### src/rtl/timer_apb_regs_if.sv
// APB3 bus bundle for the timer register block: master drives the request,
// slave returns read data, ready and error.
interface timer_apb_regs_if;
  logic       PSEL;
  logic       PENABLE;
  logic       PWRITE;
  logic [7:0] PADDR;
  logic [7:0] PWDATA;
  logic [7:0] PRDATA;
  logic       PREADY;
  logic       PSLVERR;

  modport master (
    output PSEL, PENABLE, PWRITE, PADDR, PWDATA,
    input  PRDATA, PREADY, PSLVERR
  );

  modport slave (
    input  PSEL, PENABLE, PWRITE, PADDR, PWDATA,
    output PRDATA, PREADY, PSLVERR
  );
endinterface

### src/rtl/timer_apb_regs.sv
// APB3 register file (TDR/TCR/TSR/CNT) and prescaler for the 8-bit timer,
// with overflow/underflow flag detection and a registered interrupt.
module timer_apb_regs #(
  parameter int         DIV_WIDTH = 4,
  parameter logic [7:0] RESET_TDR = 8'h00
) (
  input  logic               PCLK,
  input  logic               PRESETn,
  timer_apb_regs_if.slave    apb,
  input  logic [7:0]         COUNT,
  output logic               CLK_IN,
  output logic [7:0]         register_tcr,
  output logic [7:0]         register_tdr,
  output logic               clear_ovf,
  output logic               clear_udf,
  output logic               irq
);

  // Handshake: a transfer is the setup cycle (PSEL & !PENABLE) followed by the
  // access cycle (PSEL & PENABLE); PREADY is always 1, so writes commit on the
  // edge that ends the access cycle and read data is valid during it.
  localparam logic [7:0] ADDR_TDR = 8'h00;
  localparam logic [7:0] ADDR_TCR = 8'h01;
  localparam logic [7:0] ADDR_TSR = 8'h02;
  localparam logic [7:0] ADDR_CNT = 8'h03;

  logic [7:0]           tdr_q;
  logic [7:0]           tcr_q, tcr_d;
  logic [1:0]           tsr_q, tsr_d;
  logic [DIV_WIDTH-1:0] div_q;
  logic                 clk_in_q;
  logic [7:0]           prev_count_q;
  logic                 was_load_q;
  logic                 clear_ovf_q, clear_udf_q;
  logic                 irq_q;

  logic access, addr_ok, wr;
  logic wr_tdr, wr_tcr, wr_tsr;
  logic ovf_set, udf_set;
  logic clr_ovf, clr_udf;

  assign access  = apb.PSEL & apb.PENABLE;
  assign addr_ok = (apb.PADDR <= ADDR_CNT);
  assign wr      = access & apb.PWRITE & addr_ok;
  assign wr_tdr  = wr & (apb.PADDR == ADDR_TDR);
  assign wr_tcr  = wr & (apb.PADDR == ADDR_TCR);
  assign wr_tsr  = wr & (apb.PADDR == ADDR_TSR);

  assign clr_ovf = wr_tsr & apb.PWDATA[0];
  assign clr_udf = wr_tsr & apb.PWDATA[1];

  // Wrap detection is masked the cycle after a LOAD so reloading 0x00/0xFF
  // cannot be mistaken for a count wrap.
  assign ovf_set = (prev_count_q == 8'hFF) & (COUNT == 8'h00) &  tcr_q[5] & ~was_load_q;
  assign udf_set = (prev_count_q == 8'h00) & (COUNT == 8'hFF) & ~tcr_q[5] & ~was_load_q;

  always_comb begin
    tsr_d[0] = ovf_set | (tsr_q[0] & ~clr_ovf);
    tsr_d[1] = udf_set | (tsr_q[1] & ~clr_udf);
  end

  // LOAD self-clears unless a new TCR write lands on the same edge.
  always_comb begin
    tcr_d    = tcr_q;
    tcr_d[7] = 1'b0;
    if (wr_tcr) tcr_d = apb.PWDATA & 8'hBF;
  end

  always_ff @(posedge PCLK or negedge PRESETn) begin
    if (!PRESETn) begin
      tdr_q        <= RESET_TDR;
      tcr_q        <= 8'h00;
      tsr_q        <= 2'b00;
      div_q        <= '0;
      clk_in_q     <= 1'b0;
      prev_count_q <= 8'h00;
      was_load_q   <= 1'b0;
      clear_ovf_q  <= 1'b0;
      clear_udf_q  <= 1'b0;
      irq_q        <= 1'b0;
    end else begin
      if (wr_tdr) tdr_q <= apb.PWDATA;
      tcr_q        <= tcr_d;
      tsr_q        <= tsr_d;
      div_q        <= div_q + DIV_WIDTH'(1);
      clk_in_q     <= div_q[tcr_q[1:0]];
      prev_count_q <= COUNT;
      was_load_q   <= tcr_q[7];
      clear_ovf_q  <= clr_ovf;
      clear_udf_q  <= clr_udf;
      irq_q        <= (tsr_q[0] & tcr_q[2]) | (tsr_q[1] & tcr_q[3]);
    end
  end

  always_comb begin
    apb.PRDATA = 8'h00;
    if (apb.PSEL & ~apb.PWRITE) begin
      case (apb.PADDR)
        ADDR_TDR: apb.PRDATA = tdr_q;
        ADDR_TCR: apb.PRDATA = tcr_q;
        ADDR_TSR: apb.PRDATA = {6'b000000, tsr_q};
        ADDR_CNT: apb.PRDATA = COUNT;
        default:  apb.PRDATA = 8'h00;
      endcase
    end
  end

  assign apb.PREADY  = 1'b1;
  assign apb.PSLVERR = access & ~addr_ok;

  assign CLK_IN       = clk_in_q;
  assign register_tcr = tcr_q;
  assign register_tdr = tdr_q;
  assign clear_ovf    = clear_ovf_q;
  assign clear_udf    = clear_udf_q;
  assign irq          = irq_q;

endmodule

### src/flat_wrapper.sv
// flat-port wrapper written by rule: the top's interface ports become plain ports
module timer_apb_regs_flat 
#(
  parameter int         DIV_WIDTH = 4,
  parameter logic [7:0] RESET_TDR = 8'h00
)
  (PCLK, PRESETn, COUNT, CLK_IN, register_tcr, register_tdr, clear_ovf, clear_udf, irq, apb_PSEL, apb_PENABLE, apb_PWRITE, apb_PADDR, apb_PWDATA, apb_PRDATA, apb_PREADY, apb_PSLVERR);
  timer_apb_regs_if apb_i ();
  input  logic PCLK;
  input  logic PRESETn;
  input  logic [7:0] COUNT;
  output logic CLK_IN;
  output logic [7:0] register_tcr;
  output logic [7:0] register_tdr;
  output logic clear_ovf;
  output logic clear_udf;
  output logic irq;
  input wire logic [$bits(apb_i.PSEL)-1:0] apb_PSEL;
  input wire logic [$bits(apb_i.PENABLE)-1:0] apb_PENABLE;
  input wire logic [$bits(apb_i.PWRITE)-1:0] apb_PWRITE;
  input wire logic [$bits(apb_i.PADDR)-1:0] apb_PADDR;
  input wire logic [$bits(apb_i.PWDATA)-1:0] apb_PWDATA;
  output wire logic [$bits(apb_i.PRDATA)-1:0] apb_PRDATA;
  output wire logic [$bits(apb_i.PREADY)-1:0] apb_PREADY;
  output wire logic [$bits(apb_i.PSLVERR)-1:0] apb_PSLVERR;
  assign apb_i.PSEL = apb_PSEL;
  assign apb_i.PENABLE = apb_PENABLE;
  assign apb_i.PWRITE = apb_PWRITE;
  assign apb_i.PADDR = apb_PADDR;
  assign apb_i.PWDATA = apb_PWDATA;
  assign apb_PRDATA = apb_i.PRDATA;
  assign apb_PREADY = apb_i.PREADY;
  assign apb_PSLVERR = apb_i.PSLVERR;
  timer_apb_regs #(.DIV_WIDTH(DIV_WIDTH), .RESET_TDR(RESET_TDR)) u_core (.PCLK(PCLK), .PRESETn(PRESETn), .apb(apb_i), .COUNT(COUNT), .CLK_IN(CLK_IN), .register_tcr(register_tcr), .register_tdr(register_tdr), .clear_ovf(clear_ovf), .clear_udf(clear_udf), .irq(irq));
endmodule
### config.mk
export PLATFORM = sky130hd
export DESIGN_NAME = timer_apb_regs_flat
export DESIGN_NICKNAME = d
export VERILOG_FILES = /design/src/rtl/timer_apb_regs_if.sv /design/src/rtl/timer_apb_regs.sv /design/src/flat_wrapper.sv
export SDC_FILE = /design/constraint.sdc
export NUM_CORES = 1
export LEC_CHECK = 0
export BUFFER_PORTS_ARGS = -buffer_cell sky130_fd_sc_hd__buf_2
export CAP_MARGIN = 20
export CELL_PAD_IN_SITES_DETAIL_PLACEMENT = 0
export CELL_PAD_IN_SITES_GLOBAL_PLACEMENT = 1
export CORE_ASPECT_RATIO = 1.5
export CORE_MARGIN = 2
export CORE_UTILIZATION = 30
export DETAILED_ROUTE_END_ITERATION = 10
export PLACE_DENSITY_LB_ADDON = 0.1
export SLEW_MARGIN = 0
export SYNTH_ARGS = -nofsm -noshare
export SYNTH_HDL_FRONTEND = slang
export SYNTH_SLANG_ARGS = --single-unit
### constraint.sdc
create_clock -name PCLK -period 2.6 [get_ports PCLK]
set_input_delay 0 -clock PCLK [delete_from_list [all_inputs] [get_ports PCLK]]
set_output_delay 0 -clock PCLK [all_outputs]
set_load 0.01 [all_outputs]
==> results_dict.tcl <==
set metrics [dict create \
    status "finished clean" \
    fin_setup_tns_ns 0 \
    finalCriticalPeriod_ns 1.84 \
    rsz0062_at_grt "no" \
    worstSetupPathType "input port to output port" \
    switching_share 0.214 \
    die_w_um 63.0 \
    first_global_vias 1249 \
    endpoint_kind "output port" \
    start_util 0.308 \
    power_switching_mw 0.266 \
    synthAdderAreaFrac 0.00799 \
    hold_depth 3 \
    ff2ff_path_depth 1 \
    synth_edf_count 0 \
    drcViolationCount 0 \
    crit_path_top_delay_cell "or4b_1" \
    start_kind "input port" \
    overflow 0 \
    ctsResizeCount 0 \
    wire_per_inst_um 16.0 \
    ys_seq_elements 34 \
    grt_pass1_wl_um 6640 \
    peakVddDrop_uv 321 \
    tightest_slew_ns 0.789 \
    routed_wl_um 4200 \
    dr.pass1.iters 2 \
    ios 59 \
    finalPower_mw 1.24 \
    track_usage 0.152 \
    rows 32 \
    hpwl_um 3080 \
    synth_top_area_share 0.544 \
    p_int_mw 0.978 \
    cts_tree "done" \
    critPathArrivalTime_ns 1.84 \
    synth_top_family_by_area "multiplexers" \
    yosys_warnings 0 \
    slew-limit-headroom 0.474 \
    power_leakage_nw 1.11 \
    synth_compound_area_frac 0.0528 \
    die_h_um 92.5 \
    synthMuxAreaShare 0.176 \
    yosysMostFrequentCell "dfrtp_1" \
    crit_chain "buf_2, or4_1, or4b_1, nor2b_1, buf_2" \
    routabilityCongestion 0.756 \
    syn_area_per_cell_um2 12.9 \
    hp-class "input port to flop" \
    synthXorXnorAreaFrac 0.0112 \
    clk_pin_slew_ns 0.08 \
    p_comb_frac 0.088 \
    drive_above_1_share 0.433 \
    via_per_inst 4.82 \
    critPathBufInv 2 \
    ys_async_sr_fraction 1.00 \
    setup_viol 0 \
    power_density_mw_per_mm2 566 \
    syn-cell-area_mm2 0.00157 \
    antenna_found_initial 0 \
    yosysTopAreaCell "dfrtp_1" \
    finalHoldViolations 0 \
    r2r_setup_slack_ns 1.54 \
    timing.rr.start "u_core.register_tcr[0]" \
    root_buffer "clkbuf_8" \
    nets 223 \
    worstPathMaxFanout 8 \
    cts_hold_buf 17 \
    min_period_over_period 0.709 \
    drv_cap 0 \
    finClkSkew_ns 0.00854 \
    utilization 0.432 \
    hp-start "apb_PSEL" \
    clkSinkCount 34 \
    synth.distinct_cells 33 \
    crit_path_max_incr_delay_ns 0.72 \
    synthFlopType "dfrtp_1" \
    syn2layout_area_growth_pct 40.4 \
    crit_path_frequent_cell "buf_2" \
    hold_end "u_core.clear_udf" \
    yosysSeqAreaShare 0.544 \
    synth_commonest_cells "dfrtp_1 (34), mux2_2 (14), nor2_1 (8), nor4_1 (6)" \
    cpLargestDelayFamily "simple AND/OR/NAND/NOR gates" \
    synthCells 121 \
    maxSlewViolCount 0 \
    die_area_mm2 0.00582 \
    numPortBuffers 56 \
    clockPowerShare 0.473 \
    max_clock_freq_mhz 543 \
    clkLatencyLatePin_ns 0.29 \
    ant_nets 0 \
    seqPwrFrac 0.439 \
    numCtsBuffers 5 \
    grt_max_degree 35 \
    cp.required_ns 2.60 \
    rr_endpoint "u_core.CLK_IN" \
    drt_iter0_markers 36 \
    hold_slack_ns 0.0397 \
    h-tree-depth 2 \
    syn_nets 151 \
    dr_total_vias 1263 \
    core_mm2 0.00508 \
    synthTopCellsByArea "dfrtp_1 (54%), mux2_2 (10%), mux4_2 (4.3%)" \
    n_antenna_cell 0 \
    post-cts-setup-buffer-count 0 \
    yosys.area_share.simple 0.171 \
    clock_path_buffers 2 \
]
-- layout by cell type (no fill, tap or decap), drive strengths merged, types with 2 or more instances in the layout --
cell	count
inv	3
and2	2
nand4	5
o22ai	2
and4	2
clkbuf	5
mux2	14
nand2b	2
dfrtp	34
bufinv	2
dlygate4sd3	17
a2bb2oi	5
nand3	4
mux4	3
mux2i	5
buf	56
conb	2
nor4	8
nor2b	2
nor2	8
-- registers in the layout, summed over array words and instances, names as in the netlist --
signal / cells
u_core.CLK_IN: 1
u_core.clear_ovf: 1
u_core.clear_udf: 1
u_core.div_q: 4
u_core.irq: 1
u_core.prev_count_q: 8
u_core.register_tcr: 7
u_core.register_tdr: 8
u_core.tsr_q: 2
u_core.was_load_q: 1
-- stage by stage --
stage | cell area [um2] | std cells | worst slack (ns)
floorplan | 1570 | 121 | 1.01
global placement | 1890 | 237 | 0.625
detailed placement | 1890 | 237 | 0.611
CTS | 2200 | 262 | 0.728
global route | 2200 | 262 | 0.675
finish | 2200 | 262 | 0.757
-- power by group through the flow --
stage	clock network (mW)	registers, mW	logic (mW)
3_5_place_dp	0	0.556	0.0908
2_1_floorplan	0	0.556	0.0389
5_1_grt	0.628	0.547	0.120
6_report	0.588	0.546	0.110
4_1_cts	0.603	0.546	0.111
3_3_place_gp	0	0.556	0.0899
-- metal layers --
| layer | share of wire | global-route usage | wire (um) |
|---|---|---|---|
| met5 | 0 | 0 | 0 |
| met4 | 0.015 | 0.0611 | 61 |
| met3 | 0.036 | 0.0377 | 151 |
| met2 | 0.54 | 0.256 | 2250 |
| met1 | 0.41 | 0.184 | 1730 |
-- how the worst max path moves through the flow --
stage | startpoint | end | slack, ns | depth (start not counted)
final | apb_PADDR[3] | apb_PRDATA[0] | 0.76 | 5
after global routing | apb_PADDR[3] | apb_PRDATA[7] | 0.68 | 5
after CTS | apb_PADDR[3] | apb_PRDATA[0] | 0.73 | 5
after detailed placement | apb_PADDR[3] | u_core.register_tdr[6] | 0.61 | 4
after global placement | apb_PADDR[3] | u_core.register_tdr[6] | 0.63 | 4
after floorplan | apb_PADDR[3] | u_core.register_tdr[0] | 1.01 | 4
-- cell families (layout without fill, tap and decap cells) --
logic type                 Yosys count  count (layout)
other                                2               2
AOI/OAI and AO/OA                   10              10
adders and majority gates            1               1
muxes                               22              22
DFF                                 34              34
and+or+nand+nor                     39              39
buffers and inverters               11              84
xor gates and xnor gates             2               2
-- area by class of cell --
class,instances,area [um2]
clock buffers,5,68.8
clock inverters,3,68.8
fillers,518,2890
inverters,3,11.3
multi-input cells,76,663
flip-flops and latches,34,851
well taps,68,85.1
repair buffers,73,450
(Power assumes the default switching activity.)
